<file path="config.mk">
export PLATFORM = sky130hd
export DESIGN_NAME = stopwatch_ctrl_flat
export DESIGN_NICKNAME = d
export VERILOG_FILES = /design/src/rtl/stopwatch_ctrl_if.sv /design/src/rtl/stopwatch_ctrl.sv /design/src/flat_wrapper.sv
export SDC_FILE = /design/constraint.sdc
export NUM_CORES = 1
export LEC_CHECK = 0
export CORE_ASPECT_RATIO = 1.25
export CORE_MARGIN = 5
export CORE_UTILIZATION = 60
export CTS_BUF_LIST = sky130_fd_sc_hd__clkbuf_2 sky130_fd_sc_hd__clkbuf_4 sky130_fd_sc_hd__clkbuf_8
export DETAILED_ROUTE_END_ITERATION = 10
export HOLD_SLACK_MARGIN = 0.03
export PLACE_DENSITY_LB_ADDON = 0.25
export SLEW_MARGIN = 25
export SYNTH_ARGS = -nofsm -noshare
export SYNTH_HDL_FRONTEND = slang
export SYNTH_SLANG_ARGS = --single-unit
</file>
<file path="constraint.sdc">
create_clock -name clk -period 5.7 [get_ports clk]
set_input_delay 1.71 -clock clk [delete_from_list [all_inputs] [get_ports clk]]
set_output_delay 1.71 -clock clk [all_outputs]
set_load 0.01 [all_outputs]
</file>
<file path="src/rtl/stopwatch_ctrl_if.sv">
// rtl/stopwatch_ctrl_if.sv - command/tick inputs and display outputs of the stopwatch; STOPWATCH_OVFL_EN adds ovfl
interface stopwatch_ctrl_if;
    logic       tick;
    logic       start_stop;
    logic       lap;
    logic       clr;
    logic [3:0] disp_s1;
    logic [2:0] disp_s10;
    logic [3:0] disp_m1;
    logic [2:0] disp_m10;
    logic       running;
    logic       lap_hold;
    logic       min_evt;
`ifdef STOPWATCH_OVFL_EN
    logic       ovfl;

    modport master (
        output tick, start_stop, lap, clr,
        input  disp_s1, disp_s10, disp_m1, disp_m10, running, lap_hold, min_evt, ovfl
    );
    modport slave (
        input  tick, start_stop, lap, clr,
        output disp_s1, disp_s10, disp_m1, disp_m10, running, lap_hold, min_evt, ovfl
    );
`else
    modport master (
        output tick, start_stop, lap, clr,
        input  disp_s1, disp_s10, disp_m1, disp_m10, running, lap_hold, min_evt
    );
    modport slave (
        input  tick, start_stop, lap, clr,
        output disp_s1, disp_s10, disp_m1, disp_m10, running, lap_hold, min_evt
    );
`endif
endinterface

</file>
<file path="src/rtl/stopwatch_ctrl.sv">
// rtl/stopwatch_ctrl.sv - MM:SS stopwatch sequencer with lap freeze; STOPWATCH_OVFL_EN adds a sticky ovfl flag
module stopwatch_ctrl #(
    parameter bit SAT_MODE = 1'b0
) (
    input  logic             clk,
    input  logic             rst_n,
    stopwatch_ctrl_if.slave  sw
);
    typedef enum logic [1:0] {IDLE, RUN, LAP, PAUSE} state_t;

    state_t     state_q;
    logic [3:0] s1_q, m1_q, s1_d, m1_d;
    logic [2:0] s10_q, m10_q, s10_d, m10_d;
    logic [3:0] l_s1_q, l_m1_q;
    logic [2:0] l_s10_q, l_m10_q;
    logic       min_evt_q;

    logic cmd_clr, cmd_ss, cmd_lap;
    logic at_max, counting, en0, c1, c2, c3, c4;
    logic do_clear, lap_take;

    // Strict priority: a higher command swallows lower ones even if it is ignored in this state.
    assign cmd_clr = sw.clr;
    assign cmd_ss  = ~sw.clr & sw.start_stop;
    assign cmd_lap = ~sw.clr & ~sw.start_stop & sw.lap;

    assign at_max   = (s1_q == 4'd9) && (s10_q == 3'd5) && (m1_q == 4'd9) && (m10_q == 3'd5);
    assign counting = (state_q == RUN) || (state_q == LAP);
    assign en0      = sw.tick & counting & ~(SAT_MODE & at_max);

    assign c1 = en0 & (s1_q  == 4'd9);
    assign c2 = c1  & (s10_q == 3'd5);
    assign c3 = c2  & (m1_q  == 4'd9);
    assign c4 = c3  & (m10_q == 3'd5);

    assign s1_d  = en0 ? ((s1_q  == 4'd9) ? 4'd0 : s1_q  + 4'd1) : s1_q;
    assign s10_d = c1  ? ((s10_q == 3'd5) ? 3'd0 : s10_q + 3'd1) : s10_q;
    assign m1_d  = c2  ? ((m1_q  == 4'd9) ? 4'd0 : m1_q  + 4'd1) : m1_q;
    assign m10_d = c3  ? ((m10_q == 3'd5) ? 3'd0 : m10_q + 3'd1) : m10_q;

    assign do_clear = (state_q == PAUSE) && cmd_clr;
    assign lap_take = (state_q == RUN) && cmd_lap;

    always_ff @(posedge clk or negedge rst_n) begin
        if (!rst_n) begin
            state_q   <= IDLE;
            s1_q      <= '0;
            s10_q     <= '0;
            m1_q      <= '0;
            m10_q     <= '0;
            l_s1_q    <= '0;
            l_s10_q   <= '0;
            l_m1_q    <= '0;
            l_m10_q   <= '0;
            min_evt_q <= 1'b0;
        end else begin
            case (state_q)
                IDLE:    if (cmd_ss) state_q <= RUN;
                RUN:     if (cmd_ss) state_q <= PAUSE;
                         else if (cmd_lap) state_q <= LAP;
                LAP:     if (cmd_ss) state_q <= PAUSE;
                         else if (cmd_lap) state_q <= RUN;
                PAUSE:   if (cmd_clr) state_q <= IDLE;
                         else if (cmd_ss) state_q <= RUN;
                default: state_q <= IDLE;
            endcase

            if (do_clear) begin
                s1_q    <= '0;
                s10_q   <= '0;
                m1_q    <= '0;
                m10_q   <= '0;
                l_s1_q  <= '0;
                l_s10_q <= '0;
                l_m1_q  <= '0;
                l_m10_q <= '0;
            end else begin
                s1_q  <= s1_d;
                s10_q <= s10_d;
                m1_q  <= m1_d;
                m10_q <= m10_d;
                // The latch captures the pre-increment value while the live chain keeps counting.
                if (lap_take) begin
                    l_s1_q  <= s1_q;
                    l_s10_q <= s10_q;
                    l_m1_q  <= m1_q;
                    l_m10_q <= m10_q;
                end
            end

            min_evt_q <= c2;
        end
    end

`ifdef STOPWATCH_OVFL_EN
    logic ovfl_q;
    logic ovfl_set;

    // Wrap mode flags the rollover; hold mode flags the first arrival at 59:59.
    assign ovfl_set = SAT_MODE ? (en0 && (s1_d == 4'd9) && (s10_d == 3'd5) &&
                                  (m1_d == 4'd9) && (m10_d == 3'd5))
                               : c4;

    always_ff @(posedge clk or negedge rst_n) begin
        if (!rst_n)
            ovfl_q <= 1'b0;
        else if (do_clear)
            ovfl_q <= 1'b0;
        else if (ovfl_set)
            ovfl_q <= 1'b1;
    end

    assign sw.ovfl = ovfl_q;
`else
    logic unused_c4;
    assign unused_c4 = c4;
`endif

    assign sw.disp_s1  = (state_q == LAP) ? l_s1_q  : s1_q;
    assign sw.disp_s10 = (state_q == LAP) ? l_s10_q : s10_q;
    assign sw.disp_m1  = (state_q == LAP) ? l_m1_q  : m1_q;
    assign sw.disp_m10 = (state_q == LAP) ? l_m10_q : m10_q;
    assign sw.running  = counting;
    assign sw.lap_hold = (state_q == LAP);
    assign sw.min_evt  = min_evt_q;
endmodule

</file>
<file path="src/flat_wrapper.sv">
// flat-port wrapper written by rule: the top's interface ports become plain ports
module stopwatch_ctrl_flat 
#(
    parameter bit SAT_MODE = 1'b0
)
  (clk, rst_n, sw_tick, sw_start_stop, sw_lap, sw_clr, sw_disp_s1, sw_disp_s10, sw_disp_m1, sw_disp_m10, sw_running, sw_lap_hold, sw_min_evt);
  stopwatch_ctrl_if sw_i ();
  input  logic clk;
  input  logic rst_n;
  input wire logic [$bits(sw_i.tick)-1:0] sw_tick;
  input wire logic [$bits(sw_i.start_stop)-1:0] sw_start_stop;
  input wire logic [$bits(sw_i.lap)-1:0] sw_lap;
  input wire logic [$bits(sw_i.clr)-1:0] sw_clr;
  output wire logic [$bits(sw_i.disp_s1)-1:0] sw_disp_s1;
  output wire logic [$bits(sw_i.disp_s10)-1:0] sw_disp_s10;
  output wire logic [$bits(sw_i.disp_m1)-1:0] sw_disp_m1;
  output wire logic [$bits(sw_i.disp_m10)-1:0] sw_disp_m10;
  output wire logic [$bits(sw_i.running)-1:0] sw_running;
  output wire logic [$bits(sw_i.lap_hold)-1:0] sw_lap_hold;
  output wire logic [$bits(sw_i.min_evt)-1:0] sw_min_evt;
  assign sw_i.tick = sw_tick;
  assign sw_i.start_stop = sw_start_stop;
  assign sw_i.lap = sw_lap;
  assign sw_i.clr = sw_clr;
  assign sw_disp_s1 = sw_i.disp_s1;
  assign sw_disp_s10 = sw_i.disp_s10;
  assign sw_disp_m1 = sw_i.disp_m1;
  assign sw_disp_m10 = sw_i.disp_m10;
  assign sw_running = sw_i.running;
  assign sw_lap_hold = sw_i.lap_hold;
  assign sw_min_evt = sw_i.min_evt;
  stopwatch_ctrl #(.SAT_MODE(SAT_MODE)) u_core (.clk(clk), .rst_n(rst_n), .sw(sw_i));
endmodule
</file>
* Word level (Yosys, flattened, before mapping)
Index checks and enable logic that the tools add are counted.
Storage, ports and cells: logic and storage cells 73, bits in registers 31, bits of input ports 6
Operators by class: muxes and demuxes 31, bitwise gates (word level) 9, equality and inequality tests 9, reduce and logical (&&, ||, !) cells 10, add/sub/neg operators 4
Operator list (count):
- 4-bit 2-to-1 mux | 12
- 3-bit 2-to-1 mux | 12
- 2-bit 2-to-1 mux | 6
- 2-bit nonzero test | 5
- 4-bit by 1-bit adder with 4-bit output, second input constant | 2
- 4-bit equality test, second input constant | 2
- 2-bit one-hot mux with 4 select lines | 1
- 1-bit bitwise AND | 7
- 3-bit by 1-bit adder with 3-bit output, second input constant | 2
- 3-bit equality test, second input constant | 2
- 3-bit by 1-bit != test with 1-bit output, second input constant | 2
- 2-bit equality test, second input constant | 2
- 2-bit by 1-bit equality test with 1-bit output, second input constant | 1
- 1-bit logical AND | 2
- 2-bit logical NOT | 1
- 1-bit NOT | 2
- 2-bit AND reduction | 1
- 1-bit logical OR | 1

* Longest topological paths before layout
depth in word-level cells 8, gate-level depth with buffers 7

* Worst setup path before layout
OpenSTA, ideal clock, no wires.
path type register -> output, start reg u_core.state_q[0], end out sw_disp_s10[1], arrival 1473 ps, slack 2517 ps, stages on the path, launching flop included 6, buffers on the path 2, required time 3990 ps, cell sequence dfrtp_1 -> inv_1 -> ha_1 -> buf_2 -> buf_2 -> mux2_2
Between the ends: longest elaborated chain between the ends 2
RTL lines:
- from (decl) | line stopwatch_ctrl.sv:11 | state_t state_q;
- from (signal assigned) | line stopwatch_ctrl.sv:46 | state_q <= IDLE;
- from (signal assigned) | line stopwatch_ctrl.sv:58 | IDLE: if (cmd_ss) state_q <= RUN;
- from (signal assigned) | line stopwatch_ctrl.sv:59 | RUN: if (cmd_ss) state_q <= PAUSE;
- 2-bit equality test
- via sw_lap_hold | line flat_wrapper.sv:19 | output wire logic [$bits(sw_i.lap_hold)-1:0] sw_lap_hold;
- 3-bit 2-to-1 mux | line stopwatch_ctrl.sv:120 | assign sw.disp_s10 = (state_q == LAP) ? l_s10_q : s10_q;
- to (decl) | line flat_wrapper.sv:15 | output wire logic [$bits(sw_i.disp_s10)-1:0] sw_disp_s10;
The timed path passes the listed nets, and every way through them passes these cells.

* Final worst setup path
start reg u_core.state_q[0], end out sw_disp_s10[0]
Between the ends: longest elaborated chain between the ends 2
RTL lines (line):
- 2-bit equality test | stopwatch_ctrl.sv:120
- 3-bit 2-to-1 mux | stopwatch_ctrl.sv:120
Every way passes these cells.

==> flow_summary_export.csv <==
group,metric,value,unit
worst_setup_path,timing.rr.start,"u_core.state_q[0]$_DFFE_PN0P_",
timing,period_share,73.68,%
synth,seq_area_frac_synth,42.97,%
clocking,htreeDepth,2,
global_routing,grt_max_degree,32,
synth,yosys_register_bits,31,
hold_path,hp-class,"reg -> reg",
timing,post-route-min-period,4200,ps
hold_path,min_from,"u_core.l_s1_q[2]$_DFFE_PN0P_",
synth,synth_edf_count,0,
worst_setup_path,crit_type,"reg -> out",
clocking,cts_tree,"done",
run_status,status,"finished, final reports clean",
hold_path,hold-path-cell-count,2,
floorplan,rows,22,
timing,maxSlewHeadroom,42.50,%
global_routing,grt_pass1_vias,1499,
floorplan,die_w,59.07,µm
timing,clock.fmax,0.2381,GHz
worst_setup_path,crit_required,3990,ps
clocking,clkTransAtPathRegs,90,ps
power,p_per_area,382.7,nW/µm²
synth,async_flop_share,100.0,%
floorplan,boundaryPins,23,
final_layout,fillCellCount,234,
worst_setup_path,r2r_slack,3610,ps
global_routing,gr-total-overflow,0,
synth,ys_warn_count,0,
drt,wl,3.851,mm
synth,syn_avg_cell_area,9.604,µm²
power,power_leakage,0.9031,nW
drt,post_drt_wl_per_cell,15.65,µm
final_layout,design_area,2103,µm²
clocking,clkSinkCount,31,
global_routing,grt_util_all_layers,20.66,%
clocking,insertion_delay,320,ps
clocking,hold_buffers,0,
synth,syn_area,1805,µm²
clocking,ctsResizeCount,0,
final_layout,drive_above_1_share,12.38,%
worst_setup_path,r2r-end,"u_core.state_q[0]$_DFFE_PN0P_",
synth,synth_nets,202,
synth,yosysUniqueCellTypes,42,
job,drv_cap,0,
hold_path,worstHoldEndpoint,"u_core.l_s1_q[2]$_DFFE_PN0P_",
final_layout,seq_area,775.7,µm²
global_routing,grt_pass1_wl,6.762,mm
worst_setup_path,cp-end-kind,"output port",
power,peakVddDrop,0.3229,mV
clocking,cts_buffers,5,
floorplan,initial_utilization,61.88,%
clocking,clk_path_buf_depth,2,
timing,finalSetupTns,0,ps
timing,rsz0062_at_grt,"no",
synth,synthCells,188,
placement,gp_congestion,0.8269,
worst_setup_path,path_max_fanout,21,
drt,drt_iter0_markers,58,
clocking,cts_root_buf,"clkbuf_4",
timing,finalHoldViolCount,0,
synth,synth_flop_cell,"dfrtp_1",
timing,final.setup_skew,13.47,ps
floorplan,core,2918,µm²
drt,drt_first_pass_iters,4,
timing,worst_pin_slew,862.4,ps
worst_setup_path,cp.arrival,2490,ps
final_layout,multi_input_area,968.4,µm²
floorplan,die_area,4213,µm²
drt,drtAntennaViolNets,0,
drt,routed-via-count,1483,
placement,io_buffers,22,
timing,slew_violations,0,
final_layout,diodes,0,
drt,drc,0,
clocking,cts_setup_buffers,0,
placement,placed_cell_area,2047,µm²
timing,finalSetupViolCount,0,
final_layout,synthToLayoutAreaGrowth,16.49,%
drt,vias_per_cell,6.028,
worst_setup_path,cp-start-kind,"flop",
global_routing,antenna_found_initial,0,
final_layout,finalNetCount,224,
worst_setup_path,rr_worst_depth,5,
floorplan,dieHeight,71.33,µm
placement,hpwlAfterDp,2.658,mm
[cells by family (layout without fill, tap and decap cells)]
group	after synthesis	count (layout)	share of synthesized area (%)
AOI/OAI and AO/OA	40	40	13.45
adders and majority gates	8	8	5.544
buffers and inverters	15	37	4.227
DFF	31	31	42.97
muxes	17	17	10.19
and+or+nand+nor	77	77	23.63
[layout by cell type, fill, tap and decap left out, types with 2 or more instances in the layout]
cell type        count
nand2_1             39
dfrtp_1             31
clkdlybuf4s50_1     22
o21ai_0             20
mux2_2              11
a21oi_1              8
ha_1                 8
inv_1                6
nor2_1               6
mux2i_1              6
or3_1                5
clkbuf_4             5
nand2b_1             3
nand3b_1             3
nor3_1               3
nand4b_1             3
nand3_1              2
a221o_1              2
o31ai_1              2
buf_4                2
[state kept, by name, summed over array words and instances, names as in the netlist]
name / cells
u_core.l_m1_q: 4
u_core.sw.min_evt: 1
u_core.l_s1_q: 4
u_core.state_q: 2
u_core.s10_q: 3
u_core.l_s10_q: 3
u_core.m10_q: 3
u_core.s1_q: 4
u_core.m1_q: 4
u_core.l_m10_q: 3
[per-stage QoR]
stage	util (%)	hold WS, ps	power, W	worst slack (ps)	instances
floorplan	-	480.4	0.0005449	2517	188
global placement	70.15	499.2	0.0006560	1956	239
detailed placement	70.15	523.7	0.0006817	1871	239
CTS	72.08	536.9	0.0008101	1499	246
global route	72.08	554.3	0.0008641	1383	246
finish	72.08	531.8	0.0008050	1500	246
[critical path, cell delays in order (launching register included)]
cell	delay, ps
dfrtp_1	420
inv_1	100
ha_1	730
mux2_2	420
clkdlybuf4s50_1	490
[synthesized netlist by cell type, drive strengths merged (2+ instances only)]
library cell	n	area, µm²
mux2	11	123.9
inv	6	22.52
and4b	2	21.27
nand3b	3	22.52
o31ai	2	15.01
dfrtp	31	775.7
mux2i	6	60.06
nand2b	3	18.77
nor4	2	27.53
a221o	2	20.02
a21oi	8	40.04
clkbuf	3	21.27
nor2	6	22.52
ha	8	100.1
nor3	4	25.02
or3	5	31.28
nand4b	3	26.28
buf	6	32.53
nand2	39	146.4
nand3	3	27.53
o21ai	20	100.1
[final cells by class]
type / count / share of cell area, %
Multi-Input combinational cell: 142 / 46.04
Tap cell: 36 / 2.142
Inverter: 6 / 1.071
Timing Repair Buffer: 24 / 11.18
Clock buffer: 6 / 2.439
Sequential cell: 31 / 36.88
Clock inverter: 1 / 0.2380
[metal layers]
layer | track usage, % | wire length [µm] | up-vias
met3 | 5.946 | 162 | 7
li1 | - | - | 713
met5 | 0 | 0 | -
met4 | 7.809 | 59 | 0
met2 | 34.77 | 2017 | 37
met1 | 24.57 | 1612 | 726
[power breakdown]
part	switching, W	leakage [nW]	internal [W]
clock	0.0000694	0.0341	0.0000571
sequential	0.0000533	0.421	0.000267
combinational	0.000185	0.448	0.000173
[worst max-delay path by stage]
stage | from | end | cells after the start
finish | u_core.state_q[0]$_DFFE_PN0P_ | sw_disp_s10[0] | 4
global route | u_core.state_q[0]$_DFFE_PN0P_ | sw_disp_s10[0] | 4
CTS | u_core.state_q[0]$_DFFE_PN0P_ | sw_disp_s10[0] | 4
detailed placement | u_core.state_q[0]$_DFFE_PN0P_ | sw_disp_s10[0] | 4
global placement | u_core.state_q[0]$_DFFE_PN0P_ | sw_disp_s10[2] | 4
floorplan | u_core.state_q[0]$_DFFE_PN0P_ | sw_disp_s10[1] | 5
Note: power is estimated with default switching activity, not from simulation.
